## src/rtl/ram_seq.sv

```systemverilog
// rtl/ram_seq.sv - command sequencer for a registered single-port RAM (WRITE/READ/FILL/CLEAR)
module ram_seq #(
    parameter int ADDR_W = 3,
    parameter int DATA_W = 4
) (
    input  logic              i_clk,
    input  logic              i_rst_n,
    input  logic              i_cmd_valid,
    output logic              o_cmd_ready,
    input  logic [1:0]        i_cmd_op,
    input  logic [ADDR_W-1:0] i_cmd_addr,
    input  logic [DATA_W-1:0] i_cmd_data,
    output logic              o_ram_write_en,
    output logic [ADDR_W-1:0] o_ram_addr,
    output logic [DATA_W-1:0] o_ram_write_data,
    input  logic [DATA_W-1:0] i_ram_read_data,
    output logic              o_rsp_valid,
    output logic [ADDR_W-1:0] o_rsp_addr,
    output logic [DATA_W-1:0] o_rsp_data,
    output logic              o_busy
);

    localparam logic [1:0] OP_WRITE = 2'b00;
    localparam logic [1:0] OP_READ  = 2'b01;
    localparam logic [1:0] OP_FILL  = 2'b10;
    localparam logic [1:0] OP_CLEAR = 2'b11;

    localparam logic [ADDR_W-1:0] IDX_LAST = '1;

    typedef enum logic [2:0] {
        S_IDLE,
        S_WR,
        S_RD_ISSUE,
        S_RD_CAP,
        S_FILL,
        S_CLEAR
    } state_t;

    state_t            state_q, state_d;
    logic              ready_q, ready_d;
    logic [ADDR_W-1:0] idx_q, idx_d;
    logic [ADDR_W-1:0] cap_addr_q, cap_addr_d;
    logic [DATA_W-1:0] cap_data_q, cap_data_d;
    logic              ram_we_q, ram_we_d;
    logic [ADDR_W-1:0] ram_addr_q, ram_addr_d;
    logic [DATA_W-1:0] ram_wdata_q, ram_wdata_d;
    logic              rsp_valid_q, rsp_valid_d;
    logic [ADDR_W-1:0] rsp_addr_q, rsp_addr_d;
    logic [DATA_W-1:0] rsp_data_q, rsp_data_d;
    logic              accept;

    // ready is a register so it stays low for the whole reset and rises on the first released edge
    assign accept = i_cmd_valid & ready_q;

    always_ff @(posedge i_clk) begin
        if (!i_rst_n) begin
            state_q     <= S_IDLE;
            ready_q     <= 1'b0;
            idx_q       <= '0;
            cap_addr_q  <= '0;
            cap_data_q  <= '0;
            ram_we_q    <= 1'b0;
            ram_addr_q  <= '0;
            ram_wdata_q <= '0;
            rsp_valid_q <= 1'b0;
            rsp_addr_q  <= '0;
            rsp_data_q  <= '0;
        end else begin
            state_q     <= state_d;
            ready_q     <= ready_d;
            idx_q       <= idx_d;
            cap_addr_q  <= cap_addr_d;
            cap_data_q  <= cap_data_d;
            ram_we_q    <= ram_we_d;
            ram_addr_q  <= ram_addr_d;
            ram_wdata_q <= ram_wdata_d;
            rsp_valid_q <= rsp_valid_d;
            rsp_addr_q  <= rsp_addr_d;
            rsp_data_q  <= rsp_data_d;
        end
    end

    always_comb begin
        state_d    = state_q;
        idx_d      = idx_q;
        cap_addr_d = cap_addr_q;
        cap_data_d = cap_data_q;
        case (state_q)
            S_IDLE: begin
                if (accept) begin
                    cap_addr_d = i_cmd_addr;
                    cap_data_d = i_cmd_data;
                    idx_d      = '0;
                    case (i_cmd_op)
                        OP_WRITE: state_d = S_WR;
                        OP_READ:  state_d = S_RD_ISSUE;
                        OP_FILL:  state_d = S_FILL;
                        OP_CLEAR: state_d = S_CLEAR;
                        default:  state_d = S_IDLE;
                    endcase
                end
            end
            S_WR:       state_d = S_IDLE;
            S_RD_ISSUE: state_d = S_RD_CAP;
            S_RD_CAP:   state_d = S_IDLE;
            S_FILL, S_CLEAR: begin
                if (idx_q == IDX_LAST) begin
                    state_d = S_IDLE;
                end else begin
                    idx_d = idx_q + 1'b1;
                end
            end
            default: state_d = S_IDLE;
        endcase
    end

    // RAM-side outputs are derived from the next state so they line up with the state register
    always_comb begin
        ready_d     = (state_d == S_IDLE);
        ram_we_d    = 1'b0;
        ram_addr_d  = '0;
        ram_wdata_d = '0;
        rsp_valid_d = 1'b0;
        rsp_addr_d  = rsp_addr_q;
        rsp_data_d  = rsp_data_q;
        case (state_d)
            S_WR: begin
                ram_we_d    = 1'b1;
                ram_addr_d  = cap_addr_d;
                ram_wdata_d = cap_data_d;
            end
            S_RD_ISSUE, S_RD_CAP: begin
                ram_addr_d = cap_addr_d;
            end
            S_FILL: begin
                ram_we_d    = 1'b1;
                ram_addr_d  = idx_d;
                ram_wdata_d = cap_data_d + DATA_W'(idx_d);
            end
            S_CLEAR: begin
                ram_we_d   = 1'b1;
                ram_addr_d = idx_d;
            end
            default: ;
        endcase
        if (state_q == S_RD_CAP) begin
            rsp_valid_d = 1'b1;
            rsp_addr_d  = cap_addr_q;
            rsp_data_d  = i_ram_read_data;
        end
    end

    assign o_cmd_ready      = ready_q;
    assign o_busy           = ~ready_q;
    assign o_ram_write_en   = ram_we_q;
    assign o_ram_addr       = ram_addr_q;
    assign o_ram_write_data = ram_wdata_q;
    assign o_rsp_valid      = rsp_valid_q;
    assign o_rsp_addr       = rsp_addr_q;
    assign o_rsp_data       = rsp_data_q;

endmodule

```

## config.mk

```make
export PLATFORM = sky130hd
export DESIGN_NAME = ram_seq
export DESIGN_NICKNAME = d
export VERILOG_FILES = /design/src/rtl/ram_seq.sv
export SDC_FILE = /design/constraint.sdc
export NUM_CORES = 1
export LEC_CHECK = 0
export BUFFER_PORTS_ARGS = -buffer_cell sky130_fd_sc_hd__buf_4
export CAP_MARGIN = 20
export CORE_AREA = 2 2 55 57
export DETAILED_ROUTE_END_ITERATION = 8
export DIE_AREA = 0 0 57 59
export PLACE_DENSITY = 0.77
export SYNTH_ARGS = -nofsm -noshare
export SYNTH_HDL_FRONTEND = slang
export SYNTH_SLANG_ARGS = --single-unit
```

## constraint.sdc

```tcl
create_clock -name i_clk -period 3.21 [get_ports i_clk]
set_clock_uncertainty 0.15 [all_clocks]
set_input_delay 0.8025 -clock i_clk [delete_from_list [all_inputs] [get_ports i_clk]]
set_output_delay 0.8025 -clock i_clk [all_outputs]
set_load 0.05 [all_outputs]
```

==> results.toml, run 1 <==
[sta]
fin_crit_sh_pct = 91.5
tightestPinTransition_ns = 0.523
setup_tns_ns = 0
finalHoldViolations = 0
rsz0062_at_grt = "no"
period_minus_slack_ns = 2.94
finalSetupViolCount = 0
hold_ws_ns = 0.355
clock.fmax_mhz = 341
fin_ws_ns = 0.274
slew_headroom_pct = 65.0
maxSlewViolCount = 0

[power]
power.total_uw = 792
p_int_uw = 557
p_seq_share_pct = 50.1
pwr-share-comb_pct = 19.3
power_density_mw_per_mm2 = 463
swShare_pct = 29.6
net-switching-power_uw = 234
ir_worst_vdd_mv = 0.359
pwr-share-clk_pct = 30.5
p_leak_nw = 0.836

[worst_setup_path]
r2r_cells = 9
slowest_delay_ns = 0.43
reg2reg_to = "o_ram_write_data[3]$_SDFF_PN0_"
r2r_setup_slack_ns = 0.40
r2r-start = "state_q[2]$_SDFF_PN0_"
crit_chain = "buf_4, nor4bb_4, and2_1, mux2i_1, inv_1, ha_1, a21o_1, a21oi_1, xnor2_1, o32ai_1"
startpoint_type = "input pin"
cp_slowest_cell = "and2_1"
cp_max_fo = 11
critPathTopFamily = "simple AND/OR/NAND/NOR gates"
cp.arrival_ns = 3.03
end_kind = "flop"
crit_type = "input pin to flop"
critical_path_buf_inv_count = 2
worstPathRequired_ns = 3.30

[synth]
synthXorXnorAreaFrac_pct = 1.29
synthAdderAreaFrac_pct = 7.95
synth_cell_types = 36
synth-simple-area-share_pct = 19.4
yosysWarningCount = 0
avgSynthCellArea_um2 = 9.67
synth_seq_cells = 30
synth_nets = 164
synth_compound_area_share_pct = 9.98
synth_mux_area_share_pct = 10.8
syn_area_mm2 = 0.00135
synth_seq_area_share_pct = 44.4
syn_inst = 140
synth_top_family_by_area = "simple AND/OR/NAND/NOR gates"

[cts]
cts_tree = "built"
root_buffer = "clkbuf_4"
cts_sinks = 30
cts-resized-gates = 0
cts_setup_buffers = 0
insertion_delay_ns = 0.34
clk_pin_slew_ns = 0.11
cts_max_level = 2
numCtsBuffers = 5
hold_buffers = 0
clk_path_buf_depth = 2

[grt]
gr-usage-all-layers_pct = 19.5
grt_pass1_wl_um = 4890
grt_antenna_before_repair = 0
grt_max_degree = 16
grt_pass1_vias = 1121
grt_overflow_total = 0

[final_layout]
final_util_pct = 63.1
area_growth_pct = 26.3
finalNetCount = 205
fillers = 245
drive_gt1_share_pct = 29.1
final_cell_mix = "39 x buf_4, 30 x dfxtp_1, 17 x nor2_1, 12 x inv_1, 11 x mux2i_1"
fin_area_mm2 = 0.00171
final_common_cell = "buf_4"
antenna_cells = 0
fin_cells = 213

[hold_path]
hold_start = "o_rsp_data[0]$_SDFFE_PN0P_"
hold_path_end = "o_rsp_data[0]$_SDFFE_PN0P_"
min_path_type = "flop to flop"
min_path_cells = 2

[placed_design]
place_ws_ns = 0.0155
placedCellCount = 205
dpl_cell_area_mm2 = 0.00165
io_buffers = 33
gp_routability_congestion = 0.877
hpwl_um = 2170

[detailed_routing]
drcViolationCount = 0
vias = 1116
routed.top_layer = "met4"
met1_length_um = 1180
viasPerCell = 5.24
dr_wl_met3_um = 174
routedWlPerCell_um = 13.5
drt-total-wl_um = 2880
drt-pass1-iter-count = 4
wl_met2_um = 1480
drtIter0Drc = 25
ant_nets = 0

[run_status]
status = "complete, no violations"

[die]
core_mm2 = 0.00271
num_io_pins = 34
die_h_um = 59
die_x_um = 57
start_util_pct = 50.0
rows = 19
die_area_mm2 = 0.00336

[run]
cap_violations = 0
==> Yosys cell counts, drive strengths merged <==
cell / number / area [µm²]
o32ai: 1 / 8.76
or2: 1 / 6.26
buf: 2 / 27.5
o21a: 1 / 7.51
nor3b: 1 / 7.51
mux2: 2 / 22.5
ha: 7 / 87.6
a21o: 1 / 7.51
nand3: 2 / 10.0
nor2: 18 / 70.1
dfxtp: 30 / 601
a21oi: 6 / 30.0
a2bb2o: 1 / 10.0
xnor2: 1 / 8.76
a32o: 1 / 10.0
inv: 12 / 45.0
nor3: 1 / 5.00
o2bb2ai: 2 / 17.5
nand4: 4 / 25.0
and2: 7 / 43.8
nor4bb: 1 / 25.0
a32oi: 1 / 8.76
nand2: 8 / 30.0
fa: 1 / 20.0
clkbuf: 3 / 11.3
o22a: 1 / 8.76
nand3b: 2 / 15.0
nor4: 2 / 12.5
a31oi: 1 / 6.26
mux2i: 12 / 124
xor2: 1 / 8.76
nor2b: 2 / 12.5
o21ai: 4 / 20.0
==> cell type report <==
| cell class | count | area, µm² | area share [%] |
|---|---|---|---|
| multi-input cells | 93 | 669 | 39.1 |
| flip-flops and latches | 30 | 601 | 35.1 |
| repair buffers | 39 | 293 | 17.1 |
| clock buffers | 6 | 51.3 | 3.00 |
| inverters | 12 | 45.0 | 2.63 |
| well taps | 31 | 38.8 | 2.27 |
| clock inverters | 2 | 12.5 | 0.732 |
==> sequential cells by signal, indices dropped and copies added (netlist names), 3 cells and up <==
signal,flops
o_rsp_addr,3
o_rsp_data,4
cap_data_q,4
o_ram_write_data,4
cap_addr_q,3
idx_q,3
state_q,3
o_ram_addr,3
==> routing by layer <==
metal	vias to the layer above	track usage (%)
met5	-	0
met4	0	5.98
met3	6	8.08
met2	33	33.5
met1	512	22.3
li1	565	-
==> worst max-delay path by stage <==
stage / start / to / slack (ns) / depth (start not counted)
floorplan: i_cmd_valid / o_ram_write_data[3]$_SDFF_PN0_ / 0.18 / 11
global placement: i_cmd_valid / o_ram_write_data[1]$_SDFF_PN0_ / 0.14 / 9
detailed placement: i_cmd_valid / o_ram_write_data[1]$_SDFF_PN0_ / 0.02 / 9
CTS: i_cmd_valid / o_ram_write_data[3]$_SDFF_PN0_ / 0.26 / 10
global route: i_cmd_valid / o_ram_write_data[3]$_SDFF_PN0_ / 0.12 / 10
finish: i_cmd_valid / o_ram_write_data[3]$_SDFF_PN0_ / 0.27 / 10
==> power groups by stage <==
stage	combinational [mW]	sequential [mW]	clock [mW]
after floorplan	0.0859	0.423	0
after global placement	0.148	0.405	0
after detailed placement	0.152	0.406	0
after CTS	0.153	0.397	0.246
after global routing	0.167	0.399	0.269
final	0.153	0.397	0.242
==> kinds of logic after synthesis <==
kind of cell	count (synthesis)
AND/OR/NAND/NOR	49
flip-flops	30
AO/OA/AOI/OAI	20
buffers and inverters	17
multiplexers	14
adder cells (fa/ha/maj)	8
XOR/XNOR	2
==> worst reg2reg max path, stage by stage (launching register included) <==
cell,delay (ns)
dfxtp_1,0.40
nor4bb_4,0.34
and2_1,0.43
mux2i_1,0.30
inv_1,0.07
ha_1,0.27
a21o_1,0.18
a21oi_1,0.21
xnor2_1,0.11
o32ai_1,0.28
(Power assumes the default switching activity.)
==> run 2: changes to the inputs <==
- ABC_AREA: default -> 1
- CORE_AREA: 2 2 55 57 -> 2 2 56 58
- DIE_AREA: 0 0 57 59 -> 0 0 58 60
- PLACE_DENSITY: 0.77 -> 0.78
==> results.toml, run 2 <==
[power]
ir_worst_vdd_mv = 0.627
p_leak_nw = 0.993
power_density_mw_per_mm2 = 786

[synth]
synth_nets = 227
synth_top_area_share_pct = 41.4
synth_seq_cells = 30
synth_most_common_cell = "nand2_1"
ys_async_sr_fraction_pct = 0
syn_area_mm2 = 0.00145
synth_common_cells = "52 x nand2_1, 37 x nor2_1, 30 x dfxtp_1, 25 x inv_1"
avgSynthCellArea_um2 = 7.14
yosysTopAreaCell = "dfxtp_1"
ys_top_cells_by_area = "dfxtp_1 41%, nand2_1 13%, nor2_1 9.6%"
synth_cell_types = 24
yosysWarningCount = 0
synth-edff-count = 0
ys.flop_type = "dfxtp_1"
synth_seq_area_share_pct = 41.4
syn_inst = 203

[detailed_routing]
drt-pass1-iter-count = 4
vias = 1343
drtIter0Drc = 44
viasPerCell = 4.88
drt-total-wl_um = 3140
drcViolationCount = 0
ant_nets = 0
routedWlPerCell_um = 11.4

[hold_path]
min_path_type = "flop to flop"
hold_start = "cap_addr_q[1]$_SDFF_PN0_"
hold_path_end = "o_rsp_addr[1]$_SDFFE_PN0P_"
min_path_cells = 2

[worst_setup_path]
reg2reg_to = "o_ram_write_data[1]$_SDFF_PN0_"
startpoint_type = "flop"
critical_path_buf_inv_count = 1
r2r_setup_slack_ns = 0.98
end_kind = "flop"
cp_max_fo = 4
cp_common_cell = "nand2_1"
worstPathRequired_ns = 3.34
crit_chain = "ha_1, nand2_1, or2_2, nand3b_1, nand2_1, ha_1, inv_1, fa_1, nor2_1, nand2_1, nand2_1"
cp_slowest_cell = "fa_1"
cp.arrival_ns = 2.36
slowest_delay_ns = 0.40
crit_type = "flop to flop"
r2r-start = "idx_q[0]$_SDFF_PN0_"
critPathTopFamily = "adder cells"
r2r_cells = 11

[final_layout]
antenna_cells = 0
final_cell_mix = "52 x nand2_1, 37 x nor2_1, 33 x buf_4, 30 x dfxtp_1, 25 x inv_1"
fin_area_mm2 = 0.00179
final_common_cell = "nand2_1"
finalNetCount = 265
area_growth_pct = 23.6
drive_gt1_share_pct = 23.6

[grt]
grt_pass1_vias = 1246
grt_antenna_before_repair = 0
grt_overflow_total = 0
grt_pass1_wl_um = 5300
grt_max_degree = 16
gr-usage-all-layers_pct = 20.4

[sta]
setup_tns_ns = 0
maxSlewViolCount = 0
tightestPinTransition_ns = 0.506
clock.fmax_mhz = 448
rsz0062_at_grt = "no"
period_minus_slack_ns = 2.23
slew_headroom_pct = 66.1
hold_ws_ns = 0.347
finalSetupViolCount = 0
finalHoldViolations = 0
fin_crit_sh_pct = 69.5

[run_status]
status = "complete, no violations"

[placed_design]
hpwl_um = 2280
gp_routability_congestion = 0.827
dpl_cell_area_mm2 = 0.00173
io_buffers = 33

[cts]
clk_path_buf_depth = 2
hold_buffers = 0
cts_sinks = 30
root_buffer = "clkbuf_4"
numCtsBuffers = 5
cts_setup_buffers = 0
cts-resized-gates = 0
insertion_delay_ns = 0.33
clk_pin_slew_ns = 0.10
cts_max_level = 2
cts_tree = "built"

[die]
die_x_um = 58
num_io_pins = 34
rows = 20
core_mm2 = 0.00290
die_area_mm2 = 0.00348
die_h_um = 60
start_util_pct = 50.0

[run]
cap_violations = 0
## run 2: worst max-delay path by stage
stage	cells after the start	slack, ns	to	start
6_report	11	0.98	o_ram_write_data[1]$_SDFF_PN0_	idx_q[0]$_SDFF_PN0_
5_1_grt	13	0.81	o_ram_write_data[2]$_SDFF_PN0_	state_q[2]$_SDFF_PN0_
4_1_cts	11	0.98	o_ram_write_data[1]$_SDFF_PN0_	idx_q[0]$_SDFF_PN0_
3_5_place_dp	13	0.70	o_ram_write_data[2]$_SDFF_PN0_	i_cmd_valid
3_3_place_gp	13	0.73	o_ram_write_data[2]$_SDFF_PN0_	i_cmd_valid
2_1_floorplan	11	0.92	o_ram_write_data[1]$_SDFF_PN0_	o_cmd_ready$_SDFF_PN0_
## run 2: cells by family (layout without fill, tap and decap cells)
family,Yosys count,after routing,share of synthesized area (%)
AND/OR/NAND/NOR,116,116,36.1
adder cells (fa/ha/maj),8,8,7.42
flip-flops,30,30,41.4
buffers and inverters,29,68,7.68
AO/OA/AOI/OAI,20,20,7.42
## run 2: per-layer routing
metal | global-route usage, % | up-vias | routed length (µm)
met5 | 0 | - | 0
li1 | - | 709 | -
met3 | 6.93 | 11 | 213
met4 | 9.63 | 0 | 84
met2 | 32.6 | 35 | 1360
met1 | 24.6 | 588 | 1490
## run 2: report_power, final
group / switching [mW] / total (mW) / internal (mW) / leakage, nW
logic: 0.487 / 0.684 / 0.197 / 0.714
registers: 0.0448 / 0.488 / 0.443 / 0.243
clock network: 0.132 / 0.238 / 0.106 / 0.0353
total: 0.663 / 1.41 / 0.746 / 0.993
## run 2: cell type report
type | count | area, µm²
flip-flops and latches | 30 | 601
repair buffers | 33 | 248
clock buffers | 7 | 55.1
multi-input cells | 144 | 738
fillers | 285 | 1110
clock inverters | 1 | 5.00
well taps | 33 | 41.3
inverters | 27 | 104
## run 2: tightest hold or removal path, delay by kind of cell, from the launching register on
family | cells | cell delay (ns)
simple gates | 2 | 0.14
flops | 1 | 0.32
## run 2: metrics by stage
step	worst slack (ns)	power, mW	utilization, %	std cells
2_1_floorplan	0.922	1.00	-	203
3_3_place_gp	0.733	1.17	59.7	267
3_5_place_dp	0.705	1.18	59.7	267
4_1_cts	0.981	1.42	61.7	275
5_1_grt	0.806	1.52	61.7	275
6_report	0.980	1.41	61.7	275
==> run 3: changes to the inputs <==
- ABC_AREA: 1 -> 0
- CORE_AREA: 2 2 56 58 -> 2 2 58 60
- DIE_AREA: 0 0 58 60 -> 0 0 60 62
- PLACE_DENSITY: 0.78 -> 0.73
- clock period: 3.21 -> 1.9 ns (I/O delays scaled with it)
==> results.toml, run 3 (synthesized netlist as in run 1, its figures left out) <==
[run]
cap_violations = 0

[final_layout]
fin_cells = 257
finalNetCount = 234
final_common_cell = "buf_4"
final_cell_mix = "67 x buf_4, 28 x dfxtp_1, 17 x nor2_1, 10 x inv_1, 10 x mux2i_1"
area_growth_pct = 49.0
antenna_cells = 0
fillers = 252
drive_gt1_share_pct = 44.5

[cts]
root_buffer = "clkbuf_4"
cts_sinks = 30
cts_tree = "built"
numCtsBuffers = 5
cts_max_level = 2
hold_buffers = 0
insertion_delay_ns = 0.34
clk_pin_slew_ns = 0.10
clk_path_buf_depth = 2

[worst_setup_path]
crit_chain = "nor4bb_4, and2_4, buf_6, mux2i_4, inv_1, ha_1, a21o_1, a21oi_2, xnor2_1, o32ai_1"
worstPathRequired_ns = 2.00
crit_start = "state_q[0]$_SDFF_PN0_"
cp_slowest_cell = "dfxtp_2"
end_kind = "flop"
crit_type = "flop to flop"
startpoint_type = "flop"
r2r-start = "state_q[0]$_SDFF_PN0_"
slowest_delay_ns = 0.35
cp.arrival_ns = 2.48
r2r_cells = 10
cp_max_fo = 4

[sta]
clock.fmax_mhz = 420
finalSetupViolCount = 5
rsz0062_at_grt = "yes"
finalHoldViolations = 0
period_minus_slack_ns = 2.38
maxSlewViolCount = 0
tightestPinTransition_ns = 0.531
setup_tns_ns = -1.54
fin_crit_sh_pct = 125
slew_headroom_pct = 64.5
fin_ws_ns = -0.480

[hold_path]
min_path_type = "input pin to flop"
hold_start = "i_ram_read_data[2]"
min_path_cells = 3

[detailed_routing]
drcViolationCount = 0
drt-pass1-iter-count = 4
routedWlPerCell_um = 11.7
viasPerCell = 4.72
drtIter0Drc = 43
drt-total-wl_um = 3000
ant_nets = 0
vias = 1212

[placed_design]
io_buffers = 33
placedCellCount = 246
hpwl_um = 2320
gp_routability_congestion = 0.830

[die]
rows = 21
die_x_um = 60
start_util_pct = 42.6
die_h_um = 62
die_area_mm2 = 0.00372
core_mm2 = 0.00318
num_io_pins = 34

[grt]
grt_antenna_before_repair = 0
gr-usage-all-layers_pct = 17.8
grt_overflow_total = 0
grt_pass1_wl_um = 4820
grt_max_degree = 12
grt_pass1_vias = 1154

[power]
ir_worst_vdd_mv = 0.562
power_density_mw_per_mm2 = 706
power.total_mw = 1.42
p_leak_nw = 0.984

[run_status]
status = "finished with violations"
violations = "negative setup slack"
run 3: changes by cell type in the layout (fill, tap and decap cells not counted), sizes merged, moves of 3 or more:
cell   change
and2       +7
buf       +35
inv       -15
mux2i     +12
nand2     -48
nand3     -10
nand4      +3
nor2      -24
o21ai     -10
run 3: layout make-up:
| cell class | instances | area (µm²) | share of cell area (%) |
|---|---|---|---|
| flip-flops and latches | 30 | 606 | 30.0 |
| well taps | 46 | 57.6 | 2.85 |
| repair buffers | 68 | 514 | 25.5 |
| inverters | 12 | 45.0 | 2.23 |
| clock buffers | 6 | 51.3 | 2.54 |
| multi-input cells | 93 | 731 | 36.2 |
| clock inverters | 2 | 12.5 | 0.620 |
run 3: repair_timing:
item                                    CTS  global route
endpoints found under the setup margin    4             7
buffers inserted                          2             1
pin swaps                                 2             1
resized for setup                         7             4
run 3: worst max-delay path, delay by kind of cell (launching register included):
family / cells / cell delay (ns)
AO/OA/AOI/OAI: 3 / 0.55
XOR/XNOR: 1 / 0.08
adder cells (fa/ha/maj): 1 / 0.27
buffers and inverters: 2 / 0.18
flip-flops: 1 / 0.35
multiplexers: 1 / 0.23
AND/OR/NAND/NOR: 2 / 0.50
run 3: path summary, 6_finish.rpt:
check	end	slack [ns]
setup / recovery	o_ram_write_data[3]$_SDFF_PN0_	-0.48
hold / removal	o_rsp_data[2]$_SDFFE_PN0P_	0.22
setup reg to reg	o_ram_write_data[3]$_SDFF_PN0_	-0.48
hold reg to reg	o_rsp_addr[1]$_SDFFE_PN0P_	0.35
run 3: per-layer routing:
layer / global-route usage [%] / share of wire (%)
met3: 5.80 / 4.7
met2: 28.9 / 51
met4: 8.89 / 1.5
met5: 0 / 0
met1: 21.3 / 43
run 3: power by group:
group	internal, mW	total (mW)	switching [mW]	leakage (nW)
sequential	0.655	0.668	0.0130	0.244
combinational	0.181	0.357	0.176	0.705
clock	0.178	0.400	0.223	0.0343
run 3: per-stage QoR:
step | setup WS, ns | util (%) | hold slack, ns | cell area (µm²)
2_1_floorplan | -0.698 | - | 0.310 | 1390
3_3_place_gp | -0.654 | 59.5 | 0.326 | 1890
3_5_place_dp | -0.722 | 59.5 | 0.338 | 1890
4_1_cts | -0.511 | 62.8 | 0.213 | 2000
5_1_grt | -0.570 | 63.4 | 0.233 | 2020
6_report | -0.480 | 63.4 | 0.221 | 2020
